## src/rtl/hilo_seq_ctrl_if.sv

```systemverilog
// ============================================================================
// Module      : hilo_seq_ctrl_if
// Description : Operand, result and HI/LO bus between the datapath and the
//               mul/div sequencer.
// Revision    : 1.0 - initial release
// ============================================================================
`default_nettype none

interface hilo_seq_ctrl_if;
  logic        start;
  logic        op_div;
  logic [31:0] a_in;
  logic [31:0] b_in;
  logic [31:0] op_a;
  logic [31:0] op_b;
  logic [63:0] mul_result;
  logic [63:0] div_result;
  logic        hi_wr_en;
  logic        lo_wr_en;
  logic [31:0] wr_data;
  logic [31:0] hi_out;
  logic [31:0] lo_out;
  logic        busy;
  logic        done;
  logic        div_zero;

  // Datapath side: issues operations, feeds array results, reads HI/LO.
  modport master (
    output start, op_div, a_in, b_in, mul_result, div_result,
           hi_wr_en, lo_wr_en, wr_data,
    input  op_a, op_b, hi_out, lo_out, busy, done, div_zero
  );

  modport slave (
    input  start, op_div, a_in, b_in, mul_result, div_result,
           hi_wr_en, lo_wr_en, wr_data,
    output op_a, op_b, hi_out, lo_out, busy, done, div_zero
  );
endinterface

`default_nettype wire

```

## src/rtl/hilo_seq_ctrl.sv

```systemverilog
// ============================================================================
// Module      : hilo_seq_ctrl
// Description : Mul/div sequencer - registers operands, holds them for a
//               settle window, then captures the result into HI/LO.
// Revision    : 1.0 - initial release
// ============================================================================
`default_nettype none

module hilo_seq_ctrl #(
  parameter int SETTLE_CYCLES = 4
) (
  input  wire                   clk,
  input  wire                   clr_n,
  hilo_seq_ctrl_if.slave        bus
);

  localparam int c_cnt_w = $clog2(SETTLE_CYCLES) + 1;
  localparam logic [c_cnt_w-1:0] c_cnt_load = c_cnt_w'(SETTLE_CYCLES - 1);

  typedef enum logic [1:0] {
    ST_IDLE = 2'd0,
    ST_WAIT = 2'd1,
    ST_DONE = 2'd2
  } state_t;

  state_t             r_state;
  state_t             w_state_nxt;
  logic               w_accept;
  logic               w_capture;
  logic               w_div_by_zero;
  logic [c_cnt_w-1:0] r_cnt;
  logic [31:0]        r_op_a;
  logic [31:0]        r_op_b;
  logic               r_op_div;
  logic               r_div_zero;
  logic [31:0]        r_hi;
  logic [31:0]        r_lo;

  always_ff @(posedge clk or negedge clr_n) begin
    if (!clr_n) begin
      r_state <= ST_IDLE;
    end else begin
      r_state <= w_state_nxt;
    end
  end

  always_comb begin
    w_state_nxt   = r_state;
    w_accept      = 1'b0;
    w_capture     = 1'b0;
    w_div_by_zero = bus.op_div && (bus.b_in == 32'd0);
    case (r_state)
      ST_IDLE: begin
        if (bus.start) begin
          w_accept    = 1'b1;
          w_state_nxt = w_div_by_zero ? ST_DONE : ST_WAIT;
        end
      end
      ST_WAIT: begin
        if (r_cnt == '0) begin
          w_capture   = 1'b1;
          w_state_nxt = ST_DONE;
        end
      end
      ST_DONE: w_state_nxt = ST_IDLE;
      default: w_state_nxt = ST_IDLE;
    endcase
  end

  // Operands stay frozen from accept until the next accept: the divider is a
  // multicycle path and relies on them not toggling during the settle window.
  always_ff @(posedge clk or negedge clr_n) begin
    if (!clr_n) begin
      r_op_a     <= 32'd0;
      r_op_b     <= 32'd0;
      r_op_div   <= 1'b0;
      r_div_zero <= 1'b0;
      r_cnt      <= '0;
    end else if (w_accept) begin
      r_op_a     <= bus.a_in;
      r_op_b     <= bus.b_in;
      r_op_div   <= bus.op_div;
      r_div_zero <= w_div_by_zero;
      if (!w_div_by_zero) begin
        r_cnt <= c_cnt_load;
      end
    end else if (r_state == ST_WAIT && r_cnt != '0) begin
      r_cnt <= r_cnt - 1'b1;
    end
  end

  // The sequenced capture takes priority over a same-edge mthi/mtlo.
  always_ff @(posedge clk or negedge clr_n) begin
    if (!clr_n) begin
      r_hi <= 32'd0;
      r_lo <= 32'd0;
    end else if (w_capture) begin
      r_hi <= r_op_div ? bus.div_result[63:32] : bus.mul_result[63:32];
      r_lo <= r_op_div ? bus.div_result[31:0]  : bus.mul_result[31:0];
    end else begin
      if (bus.hi_wr_en) begin
        r_hi <= bus.wr_data;
      end
      if (bus.lo_wr_en) begin
        r_lo <= bus.wr_data;
      end
    end
  end

  assign bus.op_a     = r_op_a;
  assign bus.op_b     = r_op_b;
  assign bus.hi_out   = r_hi;
  assign bus.lo_out   = r_lo;
  assign bus.busy     = (r_state != ST_IDLE);
  assign bus.done     = (r_state == ST_DONE);
  assign bus.div_zero = r_div_zero;

endmodule

`default_nettype wire

```

## src/flat_wrapper.sv

```systemverilog
// flat-port wrapper written by rule: the top's interface ports become plain ports
module hilo_seq_ctrl_flat 
#(
  parameter int SETTLE_CYCLES = 4
)
  (clk, clr_n, bus_start, bus_op_div, bus_a_in, bus_b_in, bus_mul_result, bus_div_result, bus_hi_wr_en, bus_lo_wr_en, bus_wr_data, bus_op_a, bus_op_b, bus_hi_out, bus_lo_out, bus_busy, bus_done, bus_div_zero);
  hilo_seq_ctrl_if bus_i ();
  input  wire clk;
  input  wire clr_n;
  input wire logic [$bits(bus_i.start)-1:0] bus_start;
  input wire logic [$bits(bus_i.op_div)-1:0] bus_op_div;
  input wire logic [$bits(bus_i.a_in)-1:0] bus_a_in;
  input wire logic [$bits(bus_i.b_in)-1:0] bus_b_in;
  input wire logic [$bits(bus_i.mul_result)-1:0] bus_mul_result;
  input wire logic [$bits(bus_i.div_result)-1:0] bus_div_result;
  input wire logic [$bits(bus_i.hi_wr_en)-1:0] bus_hi_wr_en;
  input wire logic [$bits(bus_i.lo_wr_en)-1:0] bus_lo_wr_en;
  input wire logic [$bits(bus_i.wr_data)-1:0] bus_wr_data;
  output wire logic [$bits(bus_i.op_a)-1:0] bus_op_a;
  output wire logic [$bits(bus_i.op_b)-1:0] bus_op_b;
  output wire logic [$bits(bus_i.hi_out)-1:0] bus_hi_out;
  output wire logic [$bits(bus_i.lo_out)-1:0] bus_lo_out;
  output wire logic [$bits(bus_i.busy)-1:0] bus_busy;
  output wire logic [$bits(bus_i.done)-1:0] bus_done;
  output wire logic [$bits(bus_i.div_zero)-1:0] bus_div_zero;
  assign bus_i.start = bus_start;
  assign bus_i.op_div = bus_op_div;
  assign bus_i.a_in = bus_a_in;
  assign bus_i.b_in = bus_b_in;
  assign bus_i.mul_result = bus_mul_result;
  assign bus_i.div_result = bus_div_result;
  assign bus_i.hi_wr_en = bus_hi_wr_en;
  assign bus_i.lo_wr_en = bus_lo_wr_en;
  assign bus_i.wr_data = bus_wr_data;
  assign bus_op_a = bus_i.op_a;
  assign bus_op_b = bus_i.op_b;
  assign bus_hi_out = bus_i.hi_out;
  assign bus_lo_out = bus_i.lo_out;
  assign bus_busy = bus_i.busy;
  assign bus_done = bus_i.done;
  assign bus_div_zero = bus_i.div_zero;
  hilo_seq_ctrl #(.SETTLE_CYCLES(SETTLE_CYCLES)) u_core (.clk(clk), .clr_n(clr_n), .bus(bus_i));
endmodule
```

## config.mk

```make
export PLATFORM = sky130hd
export DESIGN_NAME = hilo_seq_ctrl_flat
export DESIGN_NICKNAME = d
export VERILOG_FILES = /design/src/rtl/hilo_seq_ctrl_if.sv /design/src/rtl/hilo_seq_ctrl.sv /design/src/flat_wrapper.sv
export SDC_FILE = /design/constraint.sdc
export NUM_CORES = 1
export LEC_CHECK = 0
export ABC_AREA = 1
export BUFFER_PORTS_ARGS = -buffer_cell sky130_fd_sc_hd__buf_2
export CORE_ASPECT_RATIO = 0.5
export CORE_UTILIZATION = 40
export DETAILED_ROUTE_END_ITERATION = 6
export PLACE_DENSITY = 0.77
export SKIP_CTS_REPAIR_TIMING = 1
export SKIP_LAST_GASP = 1
export SLEW_MARGIN = 30
export SYNTH_ARGS = -nofsm -noshare
export SYNTH_HDL_FRONTEND = slang
export SYNTH_SLANG_ARGS = --single-unit
export TNS_END_PERCENT = 30
```

## constraint.sdc

```tcl
create_clock -name clk -period 2.1 [get_ports clk]
set_input_delay 0.21 -clock clk [delete_from_list [all_inputs] [get_ports clk]]
set_output_delay 0.21 -clock clk [all_outputs]
set_load 0.03 [all_outputs]
```

==> results.cfg, run 1 <==
[clock_tree]
cts_tree = done
numCtsBuffers = 17
insertion_delay_ns = 0.40
path_clk_slew_ns = 0.07
clock-sinks = 135
max-clock-path-buffers = 2
cts-root-buf = clkbuf_16
htreeDepth = 4

[drt]
wl_per_cell_um = 13.9
viasPerCell = 4.74
postRouteAntennaNets = 0
drt_pass1_iterations = 7
routed_wl_um = 19200
dr.first_iter.drc_count = 308
drc = 0
detailroute.via_count = 6520

[timing]
setup_viol = 0
fmax_mhz = 571
maxSlewHeadroom = 0.705
skew_ns = 0.0131
rsz0062_at_grt = no
hold_slack_ns = -0.00386
worstMarginPinSlew_ns = 0.442
drv_slew = 0
finalHoldViolations = 2
fin_tns_setup_ns = 0
min_period_over_period = 0.834
min_period_ns = 1.75

[placement]
routabilityCongestion = 0.876
dpl_cell_area_um2 = 8660
port_buffers = 360
hpwl_um = 14400
dpl.cell_count = 1337

[cells_and_area]
area_delta_synth_final_pct = 39.5
fin_nets = 1373
final_cell_area_um2 = 9310
layout.cells.most_common = buf_2
drive_gt1_frac = 0.385
final_cells = 1376
final_util = 0.587
layout_common_cells = 359 x buf_2, 337 x nand2_1, 134 x dfrtp_1, 88 x inv_1, 80 x o21ai_0

[global_route]
grt_overflow = 0
grt_pass1_wl_um = 30000
grt_max_degree = 85
grt_pass1_vias = 6168
antenna_found_initial = 2
track_usage = 0.222

[floorplan]
ios = 361
die_area_um2 = 17200
rows = 32
die_y_um = 93.3
die_w_um = 185
coreArea_um2 = 15900
start_util = 0.421

[worst_setup_path]
cp-start-kind = flop
worstPathCellList = inv_1, ha_1, ha_1, inv_1, nor2_4, clkinv_2, buf_12, nand2_1, o221ai_1
cpMaxStageDelayCell = dfrtp_1
crit_path_end_kind = flop
crit_path_max_fanout = 55
required_ns = 2.40
crit_family = buffers and inverters
worst-path-stages = 9
crit_arrival_ns = 2.05
r2r-start = u_core.r_cnt[0]$_DFFE_PN0P_
critPathBufInv = 4
max_stage_delay_ns = 0.37
crit_start = u_core.r_cnt[0]$_DFFE_PN0P_
setup.worst_path.class = reg2reg
worstRegToRegCells = 9

[worst_hold_path]
hp-class = in2reg
hold_path_depth = 3
hold_start = bus_a_in[23]

[yosys]
synth.avg_cell_area_um2 = 8.41
synth_cell_type_count = 22
syn_nets = 1025
yosys_warnings = 0
ys_seq_area_frac = 0.506
syn_area_um2 = 6670
netlist_instances = 793
synth_seq_cells = 135

[status]
status = finished with violations
violations = negative hold slack

[pwr]
powerDensity_nw_per_um2 = 1640
p_leak_nw = 5.17
vdd_drop_max_v = 0.000810
finalPower_w = 0.0153

[run]
maxCapViolCount = 0
## power by group
| group | switching [W] | internal (W) |
|---|---|---|
| Sequential | 0.000709 | 0.00389 |
| Combinational | 0.00538 | 0.00237 |
| Clock | 0.00117 | 0.00176 |
| Total | 0.00726 | 0.00802 |
## registers in the layout, summed over array words and instances, names as in the netlist
name / cells
u_core.bus.div_zero: 1
u_core.bus.hi_out: 32
u_core.bus.lo_out: 32
u_core.bus.op_a: 32
u_core.bus.op_b: 32
u_core.r_cnt: 3
u_core.r_op_div: 1
u_core.r_state: 2
## path summary, 6_finish.rpt
path / endpoint / slack (ns)
setup / recovery: u_core.bus.hi_out[22]$_DFFE_PN0P_ / 0.35
hold / removal: u_core.bus.op_a[23]$_DFFE_PN0P_ / -0.004
setup reg to reg: u_core.bus.hi_out[22]$_DFFE_PN0P_ / 0.35
hold reg to reg: u_core.bus.op_a[18]$_DFFE_PN0P_ / 0.47
max in group asynchronous: u_core.bus.op_a[29]$_DFFE_PN0P_ / 1.18
min in group asynchronous: u_core.bus.op_a[28]$_DFFE_PN0P_ / 0.29
## layout make-up
type	instances	area, um^2
antenna	2	5.00
clock buffer	18	429
clock inverter	13	149
fill	1406	6550
inverter	92	352
multi-input combinational	516	2610
sequential	135	3380
tap	221	277
timing repair buffer	379	2100
## stage by stage
step / setup slack, ns / hold WS [ns]
after CTS: 0.360 / -0.273
final: 0.348 / -0.00386
after detailed placement: 0.367 / 0.167
after global routing: 0.207 / 0.000190
after global placement: 0.403 / 0.161
after floorplan: 0.516 / -0.0856
## worst min-delay path, cell delays in order
cell and delay, ns:
buf_2 0.08, nand2_1 0.04, nand2_1 0.04
## Yosys cell counts
master	instances	share of area
or2_4	2	0.0026
nand4_1	2	0.0019
nand2_1	338	0.19
nand3_1	7	0.0053
o21a_1	1	0.0011
inv_4	2	0.0019
clkbuf_1	15	0.0084
a22oi_1	1	0.0011
nor2_1	16	0.0090
inv_1	88	0.050
buf_6	12	0.020
nor2_4	1	0.0017
o21ai_0	80	0.060
inv_2	2	0.0011
o221ai_1	34	0.045
ha_1	2	0.0038
or2_2	1	0.00094
buf_4	12	0.014
o221ai_2	30	0.068
dfrtp_1	135	0.51
buf_2	11	0.0083
nand2_2	1	0.00094
## layer usage
metal | vias to the layer above | part of all wire | global-route usage
met5 | - | 0 | 0
met4 | 0 | 0.018 | 0.0826
met3 | 26 | 0.065 | 0.0495
met2 | 236 | 0.49 | 0.372
met1 | 3004 | 0.43 | 0.282
li1 | 3254 | - | -
## logic make-up (layout without fill, tap and decap cells)
group,count (synthesis),count (layout),synth area share
adder cells (fa/ha/maj),2,2,0.00375
AND/OR/NAND/NOR,368,368,0.212
other,0,2,0
flip-flops,135,135,0.506
buffers and inverters,142,502,0.103
AO/OA/AOI/OAI,146,146,0.174
No activity file was read; power rests on OpenSTA's default activity.
==> inputs of run 2 (changes only) <==
--- a/config.mk
+++ b/config.mk
@@ -10,7 +10,7 @@
 export CORE_ASPECT_RATIO = 0.5
 export CORE_UTILIZATION = 40
 export DETAILED_ROUTE_END_ITERATION = 6
-export PLACE_DENSITY = 0.77
+export PLACE_DENSITY = 0.8
 export SKIP_CTS_REPAIR_TIMING = 1
 export SKIP_LAST_GASP = 1
 export SLEW_MARGIN = 30
==> constraint.sdc (replaced) <==
create_clock -name clk -period 1.4 [get_ports clk]
set_input_delay 0.14 -clock clk [delete_from_list [all_inputs] [get_ports clk]]
set_output_delay 0.14 -clock clk [all_outputs]
set_load 0.03 [all_outputs]
==> run 2 against run 1 <==
The run ends with negative setup slack left. Non-clock buffer count rose by 69. Global-route usage grew 1.3 points. Power increased by 60%. Setup slack got worse by 0.53 ns. Core utilization up 5.4 points. Design area increased by 9.1%. Routed wire length increased by 16%. Critical endpoint is now u_core.bus.lo_out[22]$_DFFE_PN0P_. Largest cell class unchanged. Largest power group unchanged.
==> results.cfg, run 2 (same netlist as run 1, synthesis figures left out) <==
[cells_and_area]
layout.cells.most_common = buf_2
layout_common_cells = 359 x buf_2, 328 x nand2_1, 134 x dfrtp_1, 85 x inv_1, 80 x o21ai_0
drive_gt1_frac = 0.402
area_delta_synth_final_pct = 52.2
final_cells = 1445
fin_nets = 1442

[clock_tree]
htreeDepth = 4
max-clock-path-buffers = 2
path_clk_slew_ns = 0.06
cts_tree = done
clock-sinks = 135
numCtsBuffers = 17
cts-root-buf = clkbuf_16
insertion_delay_ns = 0.42

[worst_setup_path]
crit_path_max_fanout = 16
worstRegToRegCells = 9
crit_arrival_ns = 1.85
r2r-start = u_core.r_cnt[1]$_DFFE_PN0P_
required_ns = 1.67
r2r_setup_slack_ns = -0.18
crit_end = u_core.bus.lo_out[22]$_DFFE_PN0P_
cp-start-kind = flop
crit_start = u_core.r_cnt[1]$_DFFE_PN0P_
setup.worst_path.class = reg2reg
crit_path_end_kind = flop
r2r-end = u_core.bus.lo_out[22]$_DFFE_PN0P_

[global_route]
grt_max_degree = 61
track_usage = 0.235
grt_pass1_vias = 6574
grt_pass1_wl_um = 31500
antenna_found_initial = 1
grt_overflow = 0

[placement]
port_buffers = 360
dpl.cell_count = 1360
place_ws_ns = -0.323
routabilityCongestion = 0.889
hpwl_um = 15300

[drt]
dr.first_iter.drc_count = 400
drc = 0
postRouteAntennaNets = 0
wl_per_cell_um = 15.4
drt_pass1_iterations = 5
routed_wl_um = 22200
detailroute.via_count = 7192
viasPerCell = 4.98

[timing]
min_period_over_period = 1.13
fmax_mhz = 632
setup_slack_ns = -0.182
maxSlewHeadroom = 0.699
skew_ns = 0.0181
worstMarginPinSlew_ns = 0.447
rsz0062_at_grt = yes
min_period_ns = 1.58
drv_slew = 0
finalHoldViolations = 0
fin_tns_setup_ns = -9.67
setup_viol = 66

[pwr]
p_clk_frac = 0.195
p_leak_nw = 5.53
power_frac_comb = 0.518
intPower_w = 0.0129
p_seq_frac = 0.287
vdd_drop_max_v = 0.00133
p_sw_frac = 0.471
powerDensity_nw_per_um2 = 2410
power_switching_w = 0.0115

[status]
violations = negative setup slack
status = finished with violations

[floorplan]
coreArea_um2 = 15900
die_area_um2 = 17200
start_util = 0.421
die_y_um = 93.3
ios = 361
rows = 32
die_w_um = 185

[worst_hold_path]
hp-class = in2reg

[run]
maxCapViolCount = 0
[run 2: worst max-delay path, stage by stage, from the launching register on]
cell and delay, ns:
dfrtp_1 0.36, inv_2 0.05, ha_4 0.16, ha_4 0.15
inv_2 0.06, nor2_4 0.05, or2_4 0.27, inv_8 0.09
buf_12 0.16, o221ai_1 0.11
[run 2: worst min path at each step]
stage / start / end / slack, ns / cells after the start
detailed placement: clr_n / u_core.bus.op_a[27]$_DFFE_PN0P_ / 0.04 / 1
global placement: clr_n / u_core.bus.op_b[12]$_DFFE_PN0P_ / 0.04 / 1
finish: bus_b_in[18] / u_core.bus.op_b[18]$_DFFE_PN0P_ / 0.01 / 3
CTS: clr_n / u_core.bus.op_a[27]$_DFFE_PN0P_ / -0.41 / 1
global route: bus_b_in[11] / u_core.bus.op_b[11]$_DFFE_PN0P_ / 0.005 / 3
floorplan: clr_n / u_core.bus.div_zero$_DFFE_PN0P_ / -0.16 / 0
[run 2: layout make-up]
| class | instances | area [um^2] |
|---|---|---|
| Inverter | 92 | 363 |
| Sequential cell | 135 | 3380 |
| Clock buffer | 19 | 453 |
| Tap cell | 221 | 277 |
| Fill cell | 1272 | 5700 |
| Clock inverter | 13 | 169 |
| Multi-Input combinational cell | 516 | 2700 |
| Timing Repair Buffer | 448 | 2810 |
| Antenna cell | 1 | 2.50 |
[run 2: stage by stage]
| step | hold slack (ns) | power, W | util | area [um^2] |
|---|---|---|---|---|
| after floorplan | -0.156 | 0.0152 | - | 6720 |
| after detailed placement | 0.0413 | 0.0191 | 0.561 | 8900 |
| after global routing | 0.00460 | 0.0258 | 0.641 | 10200 |
| after global placement | 0.0366 | 0.0188 | 0.561 | 8900 |
| after CTS | -0.406 | 0.0240 | 0.600 | 9520 |
| final | 0.0100 | 0.0244 | 0.641 | 10200 |
[run 2: power by group through the flow]
stage	Combinational [W]	Clock (W)	Sequential, W
after CTS	0.0122	0.00482	0.00696
final	0.0127	0.00476	0.00702
after floorplan	0.00467	0	0.0105
after detailed placement	0.0122	0	0.00694
after global routing	0.0136	0.00502	0.00722
after global placement	0.0118	0	0.00693
[run 2: layer usage]
metal	track usage	vias to the layer above	wire length [um]
met5	0	-	0
met1	0.280	3386	8880
met2	0.416	359	11200
met3	0.0541	48	1560
li1	-	3399	-
met4	0.0854	0	500
